**src/rtl/serializer_pkg.sv**
```systemverilog
// Shared types and defaults for the PISO serializer.
package serializer_pkg;

  localparam int unsigned DEFAULT_WIDTH = 8;

  typedef enum logic {
    IDLE,
    SHIFT
  } ser_state_t;

endpackage

```
**src/rtl/shift_counter.sv**
```systemverilog
// Loadable down-counter tracking how many bits of the current word remain.
module shift_counter
  import serializer_pkg::*;
#(
  parameter int unsigned WIDTH = DEFAULT_WIDTH,
  parameter int unsigned CntW  = $clog2(WIDTH + 1)
) (
  input  logic            clk,
  input  logic            reset_n,
  input  logic            load,
  input  logic            dec,
  output logic [CntW-1:0] cnt,
  output logic            last
);

  logic [CntW-1:0] cnt_q, cnt_d;

  // Load wins over decrement; the count saturates at zero rather than wrapping.
  always_comb begin
    cnt_d = cnt_q;
    if (load) begin
      cnt_d = CntW'(WIDTH);
    end else if (dec && (cnt_q != '0)) begin
      cnt_d = cnt_q - CntW'(1);
    end
  end

  always_ff @(posedge clk or negedge reset_n) begin
    if (!reset_n) begin
      cnt_q <= '0;
    end else begin
      cnt_q <= cnt_d;
    end
  end

  assign cnt  = cnt_q;
  assign last = (cnt_q == CntW'(1));

endmodule

```
**src/rtl/piso_serializer.sv**
```systemverilog
// Parallel-in/serial-out transmitter: accepts a word on a valid/ready load
// handshake and shifts it out MSB-first on each enabled clock.
module piso_serializer
  import serializer_pkg::*;
#(
  parameter int unsigned WIDTH = DEFAULT_WIDTH
) (
  input  logic             clk,
  input  logic             reset_n,
  input  logic             enable,
  input  logic             load_valid,
  input  logic [WIDTH-1:0] load_data,
  output logic             load_ready,
  output logic             sdo,
  output logic             sdo_valid,
  output logic             busy,
  output logic             done
);

  localparam int unsigned CntW = $clog2(WIDTH + 1);

  ser_state_t       state_q, state_d;
  logic [WIDTH-1:0] shreg_q, shreg_d;
  logic             done_q, done_d;
  logic             cnt_load, cnt_dec;
  logic [CntW-1:0]  cnt;
  logic             last;

  shift_counter #(
    .WIDTH (WIDTH),
    .CntW  (CntW)
  ) u_shift_counter (
    .clk     (clk),
    .reset_n (reset_n),
    .load    (cnt_load),
    .dec     (cnt_dec),
    .cnt     (cnt),
    .last    (last)
  );

  always_comb begin
    state_d  = state_q;
    shreg_d  = shreg_q;
    done_d   = 1'b0;
    cnt_load = 1'b0;
    cnt_dec  = 1'b0;
    unique case (state_q)
      IDLE: begin
        // enable is deliberately ignored on the load edge
        if (load_valid) begin
          state_d  = SHIFT;
          shreg_d  = load_data;
          cnt_load = 1'b1;
        end
      end
      SHIFT: begin
        if (enable) begin
          shreg_d = {shreg_q[WIDTH-2:0], 1'b0};
          cnt_dec = 1'b1;
          if (last) begin
            state_d = IDLE;
            done_d  = 1'b1;
          end
        end
      end
      default: state_d = IDLE;
    endcase
  end

  always_ff @(posedge clk or negedge reset_n) begin
    if (!reset_n) begin
      state_q <= IDLE;
      shreg_q <= '0;
      done_q  <= 1'b0;
    end else begin
      state_q <= state_d;
      shreg_q <= shreg_d;
      done_q  <= done_d;
    end
  end

  // While a word is in flight the remaining-bit count must stay within 1..WIDTH.
  always @(posedge clk) begin
    if (reset_n && (state_q == SHIFT)) begin
      assert ((cnt != '0) && (cnt <= CntW'(WIDTH)));
    end
  end

  assign load_ready = (state_q == IDLE);
  assign sdo_valid  = (state_q == SHIFT);
  assign busy       = (state_q == SHIFT);
  assign sdo        = shreg_q[WIDTH-1];
  assign done       = done_q;

endmodule

```
**config.mk**
```make
export PLATFORM = sky130hd
export DESIGN_NAME = piso_serializer
export DESIGN_NICKNAME = d
export VERILOG_FILES = /design/src/rtl/serializer_pkg.sv /design/src/rtl/shift_counter.sv /design/src/rtl/piso_serializer.sv
export SDC_FILE = /design/constraint.sdc
export NUM_CORES = 1
export LEC_CHECK = 0
export BUFFER_PORTS_ARGS = -buffer_cell sky130_fd_sc_hd__buf_2
export CORE_MARGIN = 2
export CORE_UTILIZATION = 51
export DETAILED_ROUTE_END_ITERATION = 6
export PLACE_DENSITY = 0.75
export SETUP_SLACK_MARGIN = 0.02
export SLEW_MARGIN = 40
export SYNTH_ARGS = -nofsm -noshare
export SYNTH_HDL_FRONTEND = slang
export SYNTH_SLANG_ARGS = --single-unit
```
**constraint.sdc**
```tcl
create_clock -name clk -period 1.8 [get_ports clk]
set_input_delay 0.09 -clock clk [delete_from_list [all_inputs] [get_ports clk]]
set_output_delay 0.09 -clock clk [all_outputs]
set_load 0.01 [all_outputs]
```
Yosys cells after proc, flatten, opt, wreduce, memory -nomap -nowiden
Cells that the tools add are included.
{ "totals": {"wordCells": 28, "register_bits": 14, "input_bits": 12, "out_inout_bits": 5} }
{ "classes": {"reduce_logical": 4, "add_sub_neg": 1, "eq_ne": 3, "n_mux": 15, "n_bitwise": 1} }
{ "ops": {"columns": ["operator", "n"], "rows": [
  ["$mux 8", 2],
  ["$pmux 8 s2", 1],
  ["$mux 1", 9],
  ["$mux 4", 2],
  ["$eq 4x1->1 const B", 1],
  ["$ne 2x2->1 const B", 2],
  ["$reduce_bool 4->1", 1],
  ["$sub 4x1->4 const B", 1],
  ["$pmux 1 s2", 1],
  ["$reduce_and 2->1", 1],
  ["$reduce_bool 2->1", 1],
  ["$logic_and 1x1->1", 1],
  ["$not 1->1", 1]
]} }

Depth between registers and ports, before layout
{ "depth": {"word_depth": 5, "ltp_mapped": 5, "depth_no_buf": 5} }

By module
From an unflattened synthesis, not the netlist that was laid out.
{ "unflattened": {"hier_cells": 71, "area_unflattened_um2": 820.8} }
{ "modules_own_cells": {"columns": ["module", "n_inst", "cells_each", "area_each_um2", "seq_area_each_um2"], "rows": [
  ["piso_serializer", 1, 46, 561.8, 250.2],
  ["shift_counter", 1, 25, 259.0, 100.1]
]} }

Least setup slack after synthesis
No wires, ideal clock.
{ "synth_path": {"path_kind": "register to register", "start": "register u_shift_counter.cnt_q[1] (netlist: u_shift_counter.cnt[1])", "end": "register u_shift_counter.cnt_q[0] (netlist: u_shift_counter.cnt[0])", "path_stages_with_launch": 6, "required_ns": 1.675, "arrival_time_ns": 1.478, "synth_period_minus_slack_ns": 1.603, "path_slack_ns": 0.197, "path_buffers": 0, "setup_time_ns": 0.125, "cell_sequence": "dfrtp_1 > inv_1 > ha_1 > or3b_1 > and3_4 > mux2_4"} }
{ "synth_between": {"elab_chain_len": 3} }
{ "synth_lines": {"columns": ["element", "line_no", "text"], "rows": [
  ["start, declared", "shift_counter.sv:16", "logic [CntW-1:0] cnt_q, cnt_d;"],
  ["start signal, assigned", "shift_counter.sv:32", "cnt_q <= cnt_d;"],
  ["$reduce_bool 4->1", "shift_counter.sv:23", "end else if (dec && (cnt_q != '0)) begin"],
  ["$logic_and 1x1->1", "shift_counter.sv:23", null],
  ["$reduce_bool 2->1 (no source line)", null, null]
]} }
No other way between the ends.
A chain may end at the register's enable or synchronous reset.

Worst setup path in the final report
{ "layout_path": {"start": "register u_shift_counter.cnt_q[0] (netlist: u_shift_counter.cnt[0])", "end": "register u_shift_counter.cnt_q[0] (netlist: u_shift_counter.cnt[0])"} }
{ "layout_between": {"elab_chain_len": 3, "elab_cells_between_ends": 6, "cone_classes": "1 x add/sub; 2 x mux; 3 x reduce/logical"} }
{ "layout_lines": {"columns": ["element", "line_no"], "rows": [
  ["$sub 4x1->4 / $reduce_bool 4->1 (equally long branches)", "shift_counter.sv:24, shift_counter.sv:23"],
  ["$mux 4 / $logic_and 1x1->1 (equally long branches)", "shift_counter.sv:23"],
  ["$mux 4 / $reduce_bool 2->1 (equally long branches)", null]
]} }
Parallel ways exist; a longest one is shown, timed or not. The select of a mux whose other input is x is not followed.

==> results.ini <==
[clock_tree]
cts_max_path_buffers = 2
cts_resized = 0
numCtsBuffers = 3
clock-sinks = 14
clk_latency_ns = 0.28
clockRootBuffer = clkbuf_4
clk_pin_slew_ns = 0.09
cts_tree = built
htreeDepth = 1

[sta]
rsz0062_at_grt = false
max_slew.worst_pin.slew_ns = 0.356
holdWs_ns = 0.0774
hold_viol_final = 0
fin_crit_sh_pct = 94.5
setup_viol = 0
tns_ns = 0
slew_violations = 0
timing.final.crit_period_ns = 1.70
finClkSkew_ns = 0.00465
max_freq_ghz = 0.588
slew_headroom_pct = 75.9

[yosys]
yosysSeqAreaShare_pct = 44.3
synth-main-ff-cell = dfrtp_1
ys_warn_count = 0
synthXorXnorAreaFrac_pct = 0
synthMuxAreaShare_pct = 12.0
syn-cell-area_um2 = 791
ys_types = 26
syn_inst = 79
synth_seq_cells = 14
synth-simple-area-share_pct = 19.5
synth_enable_flop_cells = 0
synth_top_family_by_area = simple AND/OR/NAND/NOR gates
synth_compound_area_share_pct = 15.8
postSynthAreaPerCell_um2 = 10.0
synth_nets = 93
synthAdderAreaFrac_pct = 3.16
async_reset_ff_share_pct = 100

[finish]
final.fill_count = 132
regArea_um2 = 350
fin_nets = 111
syn2layout_area_growth_pct = 16.6
final_cell_mix = buf_2, dfrtp_1, mux2i_1, a21oi_1, nor2b_1
final_util_pct = 62.7
drive_gt1_share_pct = 26.0
final_common_cell = buf_2
multi_input_area_um2 = 399
diodes = 0

[power]
pwr-share-seq_pct = 44.5
cellInternalPower_uw = 824
p_clk_share_pct = 17.9
switching_power_uw = 451
power_density_nw_per_um2 = 1380
p_leak_uw = 0.000440
worst_ir_drop_vdd_mv = 0.702
switching_share_pct = 35.4
pwr-share-comb_pct = 37.6
total_power_uw = 1270

[grt]
grt_pass1_wl_mm = 2.67
first_global_vias = 624
antenna_found_initial = 0
overflow = 0
grt_max_degree = 19
grt_usage_pct = 19.0

[die]
io_pins = 17
fp.dieW_um = 43.4
chipHeight_um = 43.4
die_area_um2 = 1880
core_area_um2 = 1470
start_util_pct = 53.7
std_cell_rows = 14

[run_status]
status = finished clean

[worst_setup_path]
cp.required_ns = 1.97
crit_fanout = 5
cp.arrival_ns = 1.87
cp-end-kind = flip-flop
worstSetupStartpointType = flip-flop
criticalPathCategory = reg2reg

[route]
ant_nets = 0
drt_wl_total_mm = 1.44
post_drt_wl_per_cell_um = 12.8
drc = 0
drt_iter0_drc = 6
drt_first_pass_iters = 4
vias = 645
vias_per_cell = 5.76

[placement]
io_buffer_count = 16
dpl.hpwl_mm = 1.04
gp_congestion = 0.821

[job]
drv_cap = 0

[hold_path]
hold_path_class = in2reg

==> critical path, stage by stage, from the launching register on <==
cell and delay [ns]:
dfrtp_1 0.41, inv_1 0.10, ha_1 0.23, or3b_1 0.38, and3_4 0.19, mux2_4 0.28
==> logic make-up after synthesis <==
logic type | count (synthesis)
and+or+nand+nor | 25
DFF | 14
buffers and inverters | 9
adders and majority gates | 2
muxes | 9
AOI/OAI and AO/OA | 20
==> metrics by stage <==
stage / instance area, µm² / setup slack (ns) / std cells
final: 922 / 0.0996 / 112
after global routing: 922 / 0.0386 / 112
after CTS: 922 / 0.0924 / 112
after detailed placement: 876 / 0.111 / 107
after global placement: 876 / 0.140 / 107
after floorplan: 791 / 0.197 / 79
==> repair_timing <==
item                      CTS  global route
hold endpoints to repair   14             0
buffers inserted            0             0
hold buffers                1             0
==> registers in the layout, indices dropped and copies added, names as in the netlist <==
name and cells:
u_shift_counter.cnt 4, busy 1, done 1, shreg_q 8
==> power groups by stage <==
stage / logic, µW / clock network, µW / registers [µW]
2_1_floorplan: 382 / 0 / 545
3_3_place_gp: 468 / 0 / 565
3_5_place_dp: 484 / 0 / 572
4_1_cts: 486 / 233 / 565
5_1_grt: 552 / 244 / 588
6_report: 480 / 228 / 567
==> Yosys cell counts, types with 2 or more instances <==
| library cell | count | share of area (%) |
|---|---|---|
| nor4b_1 | 2 | 2.2 |
| o22ai_1 | 2 | 1.6 |
| o21ai_0 | 2 | 1.3 |
| dfrtp_1 | 14 | 44 |
| inv_1 | 3 | 1.4 |
| nand2_1 | 3 | 1.4 |
| a211oi_1 | 6 | 5.7 |
| nor2b_1 | 7 | 5.5 |
| mux2i_1 | 8 | 10 |
| nand3_1 | 3 | 1.9 |
| nor2_1 | 4 | 1.9 |
| ha_1 | 2 | 3.2 |
| buf_2 | 3 | 1.9 |
| a21oi_1 | 8 | 5.1 |
==> per-layer routing <==
metal | track usage [%] | routed length, µm | up-vias
li1 | - | - | 319
met5 | 0 | 0 | -
met4 | 7.27 | 9 | 0
met3 | 3.75 | 49 | 2
met1 | 24.2 | 671 | 308
met2 | 31.9 | 704 | 16
==> path summary, 6_finish.rpt <==
path	startpoint	endpoint	slack, ns	depth (start not counted)
max	u_shift_counter.cnt[0]$_DFFE_PN0P_	u_shift_counter.cnt[0]$_DFFE_PN0P_	0.1	5
min	load_data[1]	shreg_q[1]$_DFFE_PN0P_	0.08	3
max reg2reg	u_shift_counter.cnt[0]$_DFFE_PN0P_	u_shift_counter.cnt[0]$_DFFE_PN0P_	0.1	5
min reg2reg	u_shift_counter.cnt[3]$_DFFE_PN0P_	done$_DFF_PN0_	0.58	1
max in group asynchronous	reset_n	shreg_q[7]$_DFFE_PN0P_	1.33	2
min in group asynchronous	reset_n	u_shift_counter.cnt[0]$_DFFE_PN0P_	0.22	2
==> area by class of cell <==
| cell class | instances | area share (%) |
|---|---|---|
| Clock buffer | 4 | 3.93 |
| Inverter | 3 | 1.22 |
| Timing Repair Buffer | 19 | 11.4 |
| Tap cell | 16 | 2.17 |
| Multi-Input combinational cell | 56 | 43.3 |
| Sequential cell | 14 | 38.0 |
Note: power is estimated with default switching activity, not from simulation.
